`src/rtl/mips_pkg.sv`:
```
// Shared encodings for the MIPS fetch/decode sequencer: phase codes, ALU op codes,
// R-type funct values and instruction field positions.
package mips_pkg;

   typedef enum logic [2:0] {
      ST_FETCH     = 3'b000,
      ST_DECODE    = 3'b001,
      ST_EXECUTE   = 3'b010,
      ST_WRITEBACK = 3'b011,
      ST_HALT      = 3'b100,
      ST_IDLE      = 3'b111
   } state_e;

   typedef enum logic [1:0] {
      ALU_ADD = 2'b00,
      ALU_SUB = 2'b01,
      ALU_MUL = 2'b10
   } alu_op_e;

   localparam logic [5:0] OPCODE_RTYPE = 6'b000000;
   localparam logic [5:0] FUNCT_ADD    = 6'b100000;
   localparam logic [5:0] FUNCT_SUB    = 6'b100010;
   localparam logic [5:0] FUNCT_MUL    = 6'b100110;

   localparam int OPCODE_HI = 31;
   localparam int OPCODE_LO = 26;
   localparam int RS_HI     = 25;
   localparam int RS_LO     = 21;
   localparam int RT_HI     = 20;
   localparam int RT_LO     = 16;
   localparam int RD_HI     = 15;
   localparam int RD_LO     = 11;
   localparam int FUNCT_HI  = 5;
   localparam int FUNCT_LO  = 0;

endpackage

```
`src/rtl/mips_instr_decode.sv`:
```
// Combinational R-type decoder: splits out register fields and classifies the word
// as add/sub/mul, end-of-program (all zero) or illegal.
module mips_instr_decode
   import mips_pkg::*;
#(
   parameter int DATA_W = 32
) (
   input  logic [DATA_W-1:0] ir,
   output logic [4:0]        rs,
   output logic [4:0]        rt,
   output logic [4:0]        rd,
   output logic [1:0]        alu_op,
   output logic              is_end,
   output logic              is_illegal
);

   logic [5:0] opcode;
   logic [5:0] funct;
   logic       legal;

   assign opcode = ir[OPCODE_HI:OPCODE_LO];
   assign funct  = ir[FUNCT_HI:FUNCT_LO];
   assign rs     = ir[RS_HI:RS_LO];
   assign rt     = ir[RT_HI:RT_LO];
   assign rd     = ir[RD_HI:RD_LO];

   always_comb begin
      alu_op = ALU_ADD;
      legal  = 1'b0;
      if (opcode == OPCODE_RTYPE) begin
         case (funct)
            FUNCT_ADD: begin alu_op = ALU_ADD; legal = 1'b1; end
            FUNCT_SUB: begin alu_op = ALU_SUB; legal = 1'b1; end
            FUNCT_MUL: begin alu_op = ALU_MUL; legal = 1'b1; end
            default:   begin alu_op = ALU_ADD; legal = 1'b0; end
         endcase
      end
      is_end     = (ir == '0);
      is_illegal = !is_end && !legal;
   end

endmodule

```
`src/rtl/mips_fetch_control.sv`:
```
// Fetch/decode/execute/writeback sequencer between instruction ROM and the ALU stage.
// All outputs come straight from registers; enable_fsm is the state register itself.
module mips_fetch_control
   import mips_pkg::*;
#(
   parameter int ADDR_W   = 5,
   parameter int DATA_W   = 32,
   parameter int PROG_LEN = 32
) (
   input  logic              clock,
   input  logic              reset,
   input  logic              start,
   input  logic [DATA_W-1:0] rom_data,
   input  logic              op_ready,
   output logic [ADDR_W-1:0] rom_address,
   output logic [2:0]        enable_fsm,
   output logic              op_valid,
   output logic [1:0]        alu_op,
   output logic [4:0]        rs,
   output logic [4:0]        rt,
   output logic [4:0]        rd,
   output logic              reg_write,
   output logic              halt,
   output logic              illegal
);

   localparam logic [ADDR_W-1:0] LAST_PC = ADDR_W'(PROG_LEN - 1);

   state_e            state_q, state_d;
   logic [ADDR_W-1:0] pc_q, pc_d;
   logic [DATA_W-1:0] ir_q, ir_d;
   logic              op_valid_q, op_valid_d;
   logic [1:0]        alu_op_q, alu_op_d;
   logic [4:0]        rs_q, rs_d, rt_q, rt_d, rd_q, rd_d;
   logic              reg_write_q, reg_write_d;
   logic              halt_q, halt_d;
   logic              illegal_q, illegal_d;

   logic [4:0]        dec_rs, dec_rt, dec_rd;
   logic [1:0]        dec_alu_op;
   logic              dec_is_end, dec_is_illegal;

   mips_instr_decode #(.DATA_W(DATA_W)) u_decode (
      .ir         (ir_q),
      .rs         (dec_rs),
      .rt         (dec_rt),
      .rd         (dec_rd),
      .alu_op     (dec_alu_op),
      .is_end     (dec_is_end),
      .is_illegal (dec_is_illegal)
   );

   always_ff @(posedge clock or posedge reset) begin
      if (reset) begin
         state_q     <= ST_IDLE;
         pc_q        <= '0;
         ir_q        <= '0;
         op_valid_q  <= 1'b0;
         alu_op_q    <= ALU_ADD;
         rs_q        <= '0;
         rt_q        <= '0;
         rd_q        <= '0;
         reg_write_q <= 1'b0;
         halt_q      <= 1'b0;
         illegal_q   <= 1'b0;
      end else begin
         state_q     <= state_d;
         pc_q        <= pc_d;
         ir_q        <= ir_d;
         op_valid_q  <= op_valid_d;
         alu_op_q    <= alu_op_d;
         rs_q        <= rs_d;
         rt_q        <= rt_d;
         rd_q        <= rd_d;
         reg_write_q <= reg_write_d;
         halt_q      <= halt_d;
         illegal_q   <= illegal_d;
      end
   end

   always_comb begin
      state_d     = state_q;
      pc_d        = pc_q;
      ir_d        = ir_q;
      op_valid_d  = op_valid_q;
      alu_op_d    = alu_op_q;
      rs_d        = rs_q;
      rt_d        = rt_q;
      rd_d        = rd_q;
      reg_write_d = 1'b0;
      halt_d      = halt_q;
      illegal_d   = illegal_q;
      case (state_q)
         ST_IDLE: begin
            if (start) state_d = ST_FETCH;
         end
         ST_FETCH: begin
            // ROM output settled on the falling edge of this cycle.
            ir_d    = rom_data;
            state_d = ST_DECODE;
         end
         ST_DECODE: begin
            rs_d = dec_rs;
            rt_d = dec_rt;
            rd_d = dec_rd;
            if (dec_is_end) begin
               halt_d    = 1'b1;
               illegal_d = 1'b0;
               state_d   = ST_HALT;
            end else if (dec_is_illegal) begin
               halt_d    = 1'b1;
               illegal_d = 1'b1;
               state_d   = ST_HALT;
            end else begin
               alu_op_d   = dec_alu_op;
               op_valid_d = 1'b1;
               state_d    = ST_EXECUTE;
            end
         end
         ST_EXECUTE: begin
            if (op_valid_q && op_ready) begin
               op_valid_d  = 1'b0;
               reg_write_d = 1'b1;
               state_d     = ST_WRITEBACK;
            end
         end
         ST_WRITEBACK: begin
            // The last slot halts in place rather than wrapping the PC.
            if (pc_q == LAST_PC) begin
               halt_d  = 1'b1;
               state_d = ST_HALT;
            end else begin
               pc_d    = pc_q + ADDR_W'(1);
               state_d = ST_FETCH;
            end
         end
         ST_HALT: begin
            if (start) begin
               pc_d      = '0;
               halt_d    = 1'b0;
               illegal_d = 1'b0;
               state_d   = ST_FETCH;
            end
         end
         default: state_d = ST_IDLE;
      endcase
   end

   assign rom_address = pc_q;
   assign enable_fsm  = state_q;
   assign op_valid    = op_valid_q;
   assign alu_op      = alu_op_q;
   assign rs          = rs_q;
   assign rt          = rt_q;
   assign rd          = rd_q;
   assign reg_write   = reg_write_q;
   assign halt        = halt_q;
   assign illegal     = illegal_q;

endmodule

```
`config.mk`:
```
export PLATFORM = sky130hd
export DESIGN_NAME = mips_fetch_control
export DESIGN_NICKNAME = d
export VERILOG_FILES = /design/src/rtl/mips_pkg.sv /design/src/rtl/mips_instr_decode.sv /design/src/rtl/mips_fetch_control.sv
export SDC_FILE = /design/constraint.sdc
export NUM_CORES = 1
export LEC_CHECK = 0
export CELL_PAD_IN_SITES_DETAIL_PLACEMENT = 0
export CELL_PAD_IN_SITES_GLOBAL_PLACEMENT = 2
export CORE_ASPECT_RATIO = 0.9
export CORE_UTILIZATION = 36
export CTS_BUF_LIST = sky130_fd_sc_hd__clkbuf_4
export CTS_CLUSTER_SIZE = 24
export DETAILED_ROUTE_END_ITERATION = 10
export GPL_ROUTABILITY_DRIVEN = 0
export PLACE_DENSITY_LB_ADDON = 0.1
export SLEW_MARGIN = 5
export SYNTH_ARGS = -nofsm -noshare
export SYNTH_HDL_FRONTEND = slang
export SYNTH_SLANG_ARGS = --single-unit
```
`constraint.sdc`:
```
create_clock -name clock -period 4.78 [get_ports clock]
set_input_delay 0.717 -clock clock [delete_from_list [all_inputs] [get_ports clock]]
set_output_delay 0.717 -clock clock [all_outputs]
set_load 0.005 [all_outputs]
```
* Word-level counts from Yosys, hierarchy flattened
Cells that the tools add are included.
** Storage, ports and cells
- Output and inout port bits :: 29
- Flip-flop bits (word level) :: 61
- Input port bits :: 36
** Operators by class
- Add/sub/neg operators :: 1
- Bitwise logic cells :: 2
- Reduce and logical (&&, ||, !) cells :: 19
- Equality and inequality tests :: 17
- Multiplexer cells :: 26
** Operators by type and width (number)
- 32-bit logical NOT :: 1
- 6-bit equality test, second input constant :: 3
- 3-bit 2-to-1 mux :: 5
- 3-bit one-hot mux with 5 select lines :: 1
- 1-bit 2-to-1 mux :: 12
- 2-bit != test, second input constant :: 6
- 5-bit 2-to-1 mux :: 2
- 5-bit one-hot mux with 2 select lines :: 1
- 3-bit AND reduction :: 3
- 4-bit AND reduction :: 2
- 3-bit by 2-bit equality test with 1-bit output, second input constant :: 2
- 3-bit equality test, second input constant :: 2
- 6-bit logical NOT :: 1
- 2-bit nonzero test :: 3
- 5-bit by 1-bit adder with 5-bit output, second input constant :: 1
- 5-bit equality test, second input constant :: 1
- 1-bit one-hot mux with 2 select lines :: 2
- 2-bit one-hot mux with 2 select lines :: 1
- 3-bit by 1-bit equality test with 1-bit output, second input constant :: 1
- 3-bit logical NOT :: 1
- 3-bit != test, second input constant :: 1
- 1-bit one-hot mux with 3 select lines :: 1
- 3-bit nonzero test :: 1
- 3-bit OR reduction :: 1
- 7 further kinds :: 10

* Logic depth before layout (Yosys ltp)
Gate-level depths: netlist of run 1.
- Depth in word-level cells :: 9
- Depth in mapped cells :: 7
- Depth with buffers taken out :: 7

* Cells and area by module
Synthesis of run 1 repeated with hierarchy kept, for this count alone.
** Second synthesis, totals
- Cell total of the unflattened synthesis :: 198
- Area total of the unflattened synthesis :: 2701.3 um^2
** Modules (own cells, without submodules)
- mips_fetch_control :: area each 2462.4 um^2, cells each 164, times used 1
- mips_instr_decode :: area each 239.0 um^2, cells each 34, times used 1

* Least setup slack after synthesis of run 1
OpenSTA, ideal clock, no wires.
- Path kind :: register -> register
- Start :: register state_q[0], in the netlist enable_fsm[0]
- End :: register rd_q[2], in the netlist rd[2]
- Clock period less this slack :: 1.753 ns
- Arrival time :: 1.626 ns
- Stages on the path, launching flop included :: 5
- Path slack :: 3.027 ns
- Data required time :: 4.652 ns
- Path through :: dfstp_2 -> nor3b_1 -> buf_1 -> buf_2 -> mux2_1
** On the way
- Cells in the longest elaborated chain, start to end :: 1
** RTL lines
- start: declaration :: line mips_fetch_control.sv:29 : state_e state_q, state_d;
- start signal: assignment :: line mips_fetch_control.sv:67 : state_q <= state_d;
- 3-bit by 1-bit equality test with 1-bit output :: line mips_fetch_control.sv:93 : case (state_q)
- end signal: assignment :: line mips_fetch_control.sv:74 : rd_q <= rd_d;
- end: declaration :: line mips_fetch_control.sv:34 : logic [4:0] rs_q, rs_d, rt_q, rt_d, rd_q, rd_d;
No other way between the ends.
A chain may end at the register's enable or synchronous reset.

* Worst setup path in the final report of run 1
- Start :: register state_q[2], in the netlist enable_fsm[2]
- End :: output port enable_fsm[2]
** RTL lines
- end: declaration :: line mips_fetch_control.sv:16 : output logic [2:0] enable_fsm,
No word-level cell between the ends.

==> impl_metrics.toml, run 1 <==
[sta]
min_period_ps = 2372
finalSetupTns_ps = 0
drv_slew = 0
worst_slew_pin_slew_ps = 779.5
clock_skew_ps = 10.91
hold_viol = 0
setup_viol = 0
grt_setup_unrepaired = "false"
max_clock_freq_mhz = 421.6
slew_headroom_pct = 48.04
period_share_pct = 49.62

[final_layout]
regArea_sq_mm = 0.001530
areaGrowthSynthToFinish_pct = 32.58
layout-drive-gt1-share_pct = 8.812
postLayoutCellArea_sq_mm = 0.003396
diodes = 0
fillerInstances = 612
multiInputGateArea_sq_um = 987.2
fin_nets = 296
final_util_pct = 50.48
layout_commonest_cell = "clkdlybuf4s50_1"
final_cell_mix = "clkdlybuf4s50_1 (64), dfrtp_1 (58), mux2_1 (47)"

[worst_setup_path]
slowest_delay_ps = 700
crit_buf_inv = 1
endpoint_kind = "primary output"
critPathRequiredTime_ps = 4060
reg2reg_depth = 3
arrival_ps = 1650
cp-start-kind = "flip-flop"
r2r_end = "ir_q[8]"
path_cells = "clkdlybuf4s50_1"
critical_path_class = "flip-flop to primary output"
ff2ff_setup_slack_ps = 2770
path_delay_family = "flip-flops"
slowest_stage = "dfstp_2"
cp_max_fo = 16
r2r_start = "enable_fsm[0]"

[power_and_ir_drop]
intPower_mw = 1.326
pwr_density_cell_mw_per_mm2 = 580.0
p_clk_share_pct = 13.5
p_leak_nw = 1.414
netSwitchingFraction_pct = 32.66
peakVddDrop_mv = 0.2281
power_frac_comb_pct = 36.7
p_seq_share_pct = 49.8
power.switching_mw = 0.6431
power_mw = 1.969

[place]
dp_hpwl_mm = 3.489
placed_area_sq_mm = 0.003308
portBuffers = 64

[cts]
cts.sinks = 61
cts_resized = 0
numCtsBuffers = 9
cts_root_buf = "clkbuf_4"
cts-hold-fix-buffers = 0
clk_latency_ps = 400
htree_num_levels = 3
cts_tree = "yes"
cts_buffer_depth = 2
cts_setup_buffers = 0
cts.reportedPaths.clkPinSlew_ps = 90

[routing]
initialDrtViolationCount = 61
drtAntennaViolNets = 0
routed_via_density = 4.821
vias = 1692
first_pass_iters = 4
postRouteWirelength_mm = 5.086
wl_per_cell_microns = 14.49
drc = 0

[floorplan]
dieArea_sq_mm = 0.007456
dieWidth_microns = 90.91
rows = 28
fp.coreArea_sq_mm = 0.006726
fp.dieH_microns = 82.02
io_pins = 65
start_util_pct = 38.08

[run_status]
status = "complete, no violations"

[logic_synthesis]
synth_edf_count = 0
ys_seq_area_share_pct = 59.75
syn_area_sq_mm = 0.002561
synth_cells = 189
ys_warn_count = 0
avgSynthCellArea_sq_um = 13.55
synthDistinctLibCells = 36
synth-seq-cells = 61
ys.flop_type = "dfrtp_1"
async_flop_share_pct = 100.0
mappedNetlistNets = 227

[global_route]
grt_overflow = 0
grt_start_max_net_pins = 62
grt_pass1_vias = 1715
grt_pass1_wl_mm = 8.666
grt_usage_pct = 15.59
antenna_found_initial = 0

[worst_hold_path]
hp-class = "flip-flop to flip-flop"
worstHoldStart = "rt[4]"
min_to = "rt[4]"
holdPathStages = 1

[flow_run]
max_cap_viol_count = 0
[sequential cells by signal, indices dropped and copies added, names as in the netlist]
| name | count |
|---|---|
| halt | 1 |
| reg_write | 1 |
| ir_q | 32 |
| alu_op | 2 |
| enable_fsm | 3 |
| rt | 5 |
| rd | 5 |
| illegal | 1 |
| rs | 5 |
| rom_address | 5 |
| op_valid | 1 |
[worst max path at each step]
stage / from / to / slack (ps) / depth (start not counted)
after detailed placement: enable_fsm[0] / ir_q[24] / 2720 / 3
after CTS: enable_fsm[2] / enable_fsm[2] / 2380 / 1
after floorplan: reset / alu_op[0] / 2550 / 1
final: enable_fsm[2] / enable_fsm[2] / 2410 / 1
after global routing: enable_fsm[2] / enable_fsm[2] / 2310 / 1
after global placement: enable_fsm[0] / ir_q[25] / 2750 / 3
[cells by family (layout without fill, tap and decap cells)]
group | after synthesis | count (layout) | share of synthesized area (%)
buffers and inverters | 13 | 85 | 2.100
adders and majority gates | 2 | 2 | 0.9769
DFF | 61 | 61 | 59.75
muxes | 48 | 48 | 21.06
xor gates and xnor gates | 2 | 2 | 0.6841
and+or+nand+nor | 48 | 48 | 11.33
AOI/OAI and AO/OA | 15 | 15 | 4.104
[area by class of cell]
class	count	area share (%)
tap	90	3.316
sequential	61	45.06
timing repair buffer	67	19.53
clock buffer	9	1.990
multi-input combinational	115	29.07
clock inverter	5	0.5895
inverter	4	0.4422
[power groups by stage]
stage	logic, mW	registers, mW	clock network, mW
finish	0.722	0.981	0.267
global route	0.806	1.03	0.307
CTS	0.742	0.984	0.280
detailed placement	0.740	0.994	0
global placement	0.727	0.993	0
floorplan	0.454	0.919	0
[cells in the mapped netlist, types with 2 or more instances]
cell type,n,area share (%)
o21ai_1,3,0.59
and3_1,2,0.49
dfstp_2,3,3.1
mux2_1,47,21
inv_1,4,0.59
a31oi_1,2,0.49
a21oi_1,4,0.78
nand3_1,6,1.2
dfrtp_1,58,57
nor2_1,5,0.73
xor2_1,2,0.68
nand2b_1,3,0.73
nand2_1,11,1.6
ha_1,2,0.98
nor3b_1,2,0.59
clkbuf_1,4,0.59
nand4_1,3,0.73
nor4_1,5,1.2
nor3_1,2,0.39
and4_1,2,0.68
buf_2,4,0.78
[through the flow]
stage	setup WS, ps	hold WS [ps]	cells
2_1_floorplan	2555	448.9	189
3_3_place_gp	2746	465.4	337
3_5_place_dp	2722	472.1	337
4_1_cts	2378	496.9	351
5_1_grt	2313	515.9	351
6_report	2408	491.0	351
[worst register-to-register path: cells and delay by family, from the launching register on]
kind	cells	cell delay [ps]
mux	1	370
simple gates	1	650
buf+inv	1	430
flops	1	450
[metal layers]
layer | up-vias | part of all wire [%] | global-route usage (%)
li1 | 826 | - | -
met1 | 818 | 51 | 21.24
met5 | - | 0 | 0
met3 | 4 | 5.1 | 6.019
met2 | 44 | 43 | 22.58
met4 | 0 | 1.3 | 5.714
Note: power is estimated with default switching activity, not from simulation.
==> run 2, diff against run 1 <==
--- a/config.mk
+++ b/config.mk
@@ -8,7 +8,7 @@
 export CELL_PAD_IN_SITES_DETAIL_PLACEMENT = 0
 export CELL_PAD_IN_SITES_GLOBAL_PLACEMENT = 2
 export CORE_ASPECT_RATIO = 0.9
-export CORE_UTILIZATION = 36
+export CORE_UTILIZATION = 30
 export CTS_BUF_LIST = sky130_fd_sc_hd__clkbuf_4
 export CTS_CLUSTER_SIZE = 24
 export DETAILED_ROUTE_END_ITERATION = 10
==> constraint.sdc (replaced) <==
create_clock -name clock -period 2 [get_ports clock]
set_input_delay 0.3 -clock clock [delete_from_list [all_inputs] [get_ports clock]]
set_output_delay 0.3 -clock clock [all_outputs]
set_load 0.005 [all_outputs]
==> impl_metrics.toml, run 2 (same netlist as run 1, synthesis figures left out) <==
[worst_setup_path]
arrival_ps = 1530
critPathRequiredTime_ps = 1700
critical_path_class = "flip-flop to primary output"
cp-start-kind = "flip-flop"
endpoint_kind = "primary output"
slowest_delay_ps = 620
path_delay_family = "flip-flops"
ff2ff_setup_slack_ps = 180
r2r_start = "rom_address[0]"
crit_buf_inv = 1
reg2reg_depth = 7
r2r_end = "rom_address[3]"
slowest_stage = "dfstp_2"
path_cells = "clkdlybuf4s50_1"
cp_max_fo = 8

[final_layout]
final_util_pct = 43.39
diodes = 0
fillerInstances = 768
regMostFlops = "ir_q"
final_cell_mix = "clkdlybuf4s50_1 (64), dfrtp_1 (58), mux2_1 (47)"
fin_nets = 301
largest_reg_flops = 32
layout_commonest_cell = "clkdlybuf4s50_1"
layout-drive-gt1-share_pct = 11.94
areaGrowthSynthToFinish_pct = 38.01

[cts]
cts-hold-fix-buffers = 0
cts_root_buf = "clkbuf_4"
cts_tree = "yes"
clk_latency_ps = 390
numCtsBuffers = 9
cts_buffer_depth = 2
cts.reportedPaths.clkPinSlew_ps = 100
cts_resized = 0
htree_num_levels = 3
cts.sinks = 61

[sta]
period_share_pct = 91.46
max_clock_freq_mhz = 546.7
min_period_ps = 1829
slew_headroom_pct = 67.62
hold_viol = 0
finalSetupTns_ps = 0
setup_viol = 0
worst_slew_pin_slew_ps = 482.1
grt_setup_unrepaired = "false"
clock_skew_ps = 12.66
drv_slew = 0

[global_route]
grt_pass1_vias = 1713
grt_usage_pct = 13.70
grt_overflow = 0
antenna_found_initial = 0
grt_pass1_wl_mm = 9.052
grt_start_max_net_pins = 62

[routing]
first_pass_iters = 4
routed_via_density = 4.757
initialDrtViolationCount = 65
wl_per_cell_microns = 14.79
postRouteWirelength_mm = 5.429
drtAntennaViolNets = 0
drc = 0
vias = 1746

[power_and_ir_drop]
power_mw = 5.152
peakVddDrop_mv = 0.6206
intPower_mw = 3.541
p_leak_nw = 1.480
p_seq_share_pct = 44.2
power_frac_comb_pct = 37.5
pwr_density_cell_mw_per_mm2 = 1458
p_clk_share_pct = 18.4
power.switching_mw = 1.612
netSwitchingFraction_pct = 31.28

[floorplan]
rows = 31
start_util_pct = 31.44
dieArea_sq_mm = 0.008911
fp.dieH_microns = 89.66
fp.coreArea_sq_mm = 0.008145
io_pins = 65
dieWidth_microns = 99.40

[flow_run]
max_cap_viol_count = 0

[place]
portBuffers = 64
dp_hpwl_mm = 3.654

[run_status]
status = "complete, no violations"

[worst_hold_path]
hp-class = "input port to asynchronous set/reset pin"
[run 2: changes by cell type in the layout (fill, tap and decap cells not counted)]
cell / delta
buf_12: +2
clkinv_2: +1
buf_4: +3
bufinv_16: +2
clkinv_1: -2
clkbuf_4: +1
[run 2: worst min-delay path, cell delays in order]
cell and delay (ps):
clkdlybuf4s50_1 410, inv_2 70, buf_12 290
[run 2: layer usage]
layer | GRT usage [%] | part of all wire (%)
met3 | 6.037 | 6.3
met5 | 0 | 0
met1 | 19.09 | 51
met4 | 4.412 | 0.88
met2 | 19.00 | 41
[run 2: layout make-up]
type	instances	area [sq um]	share of cell area [%]
clock inverters	6	77.57	2.195
flip-flops and latches	61	1530	43.29
inverters	4	15.01	0.4248
well taps	99	123.9	3.504
clock buffers	10	75.07	2.124
repair buffers	72	725.7	20.53
multi-input cells	115	987.2	27.93
[run 2: power groups by stage]
stage,logic [mW],clock network (mW),registers (mW)
global placement,1.82,0,2.37
detailed placement,1.85,0,2.37
global route,2.14,1.05,2.37
CTS,1.91,0.998,2.31
floorplan,1.09,0,2.20
finish,1.93,0.946,2.28
[run 2: how the worst max path moves through the flow]
| stage | startpoint | endpoint | slack (ps) | cells past startpoint |
|---|---|---|---|---|
| 3_5_place_dp | ir_q[0] | halt | 160 | 4 |
| 2_1_floorplan | reset | alu_op[0] | 190 | 1 |
| 5_1_grt | ir_q[0] | halt | 50 | 4 |
| 6_report | enable_fsm[1] | enable_fsm[1] | 170 | 1 |
| 3_3_place_gp | ir_q[0] | halt | 190 | 4 |
| 4_1_cts | enable_fsm[1] | enable_fsm[1] | 30 | 1 |
[run 2: per-stage QoR]
step | worst slack, ps | cell area (sq um) | instances | hold WS (ps)
2_1_floorplan | 191.9 | 2561 | 189 | 434.7
3_3_place_gp | 192.7 | 3352 | 347 | 465.4
3_5_place_dp | 158.5 | 3352 | 347 | 474.6
4_1_cts | 32.11 | 3512 | 364 | 270.1
5_1_grt | 48.26 | 3535 | 367 | 292.3
6_report | 170.8 | 3535 | 367 | 283.6
[run 2: what timing repair did]
item	in CTS	in global routing
setup endpoints to repair	1	2
setup buffers	1	3
pin swaps	0	1
cloned	0	0
==> run 3, diff against run 2 <==
--- a/config.mk
+++ b/config.mk
@@ -14,7 +14,7 @@
 export DETAILED_ROUTE_END_ITERATION = 10
 export GPL_ROUTABILITY_DRIVEN = 0
 export PLACE_DENSITY_LB_ADDON = 0.1
-export SLEW_MARGIN = 5
+export SLEW_MARGIN = 20
 export SYNTH_ARGS = -nofsm -noshare
 export SYNTH_HDL_FRONTEND = slang
 export SYNTH_SLANG_ARGS = --single-unit
==> results of run 3 <==
No change in the layout: final DEF, timing and power equal those of run 2.
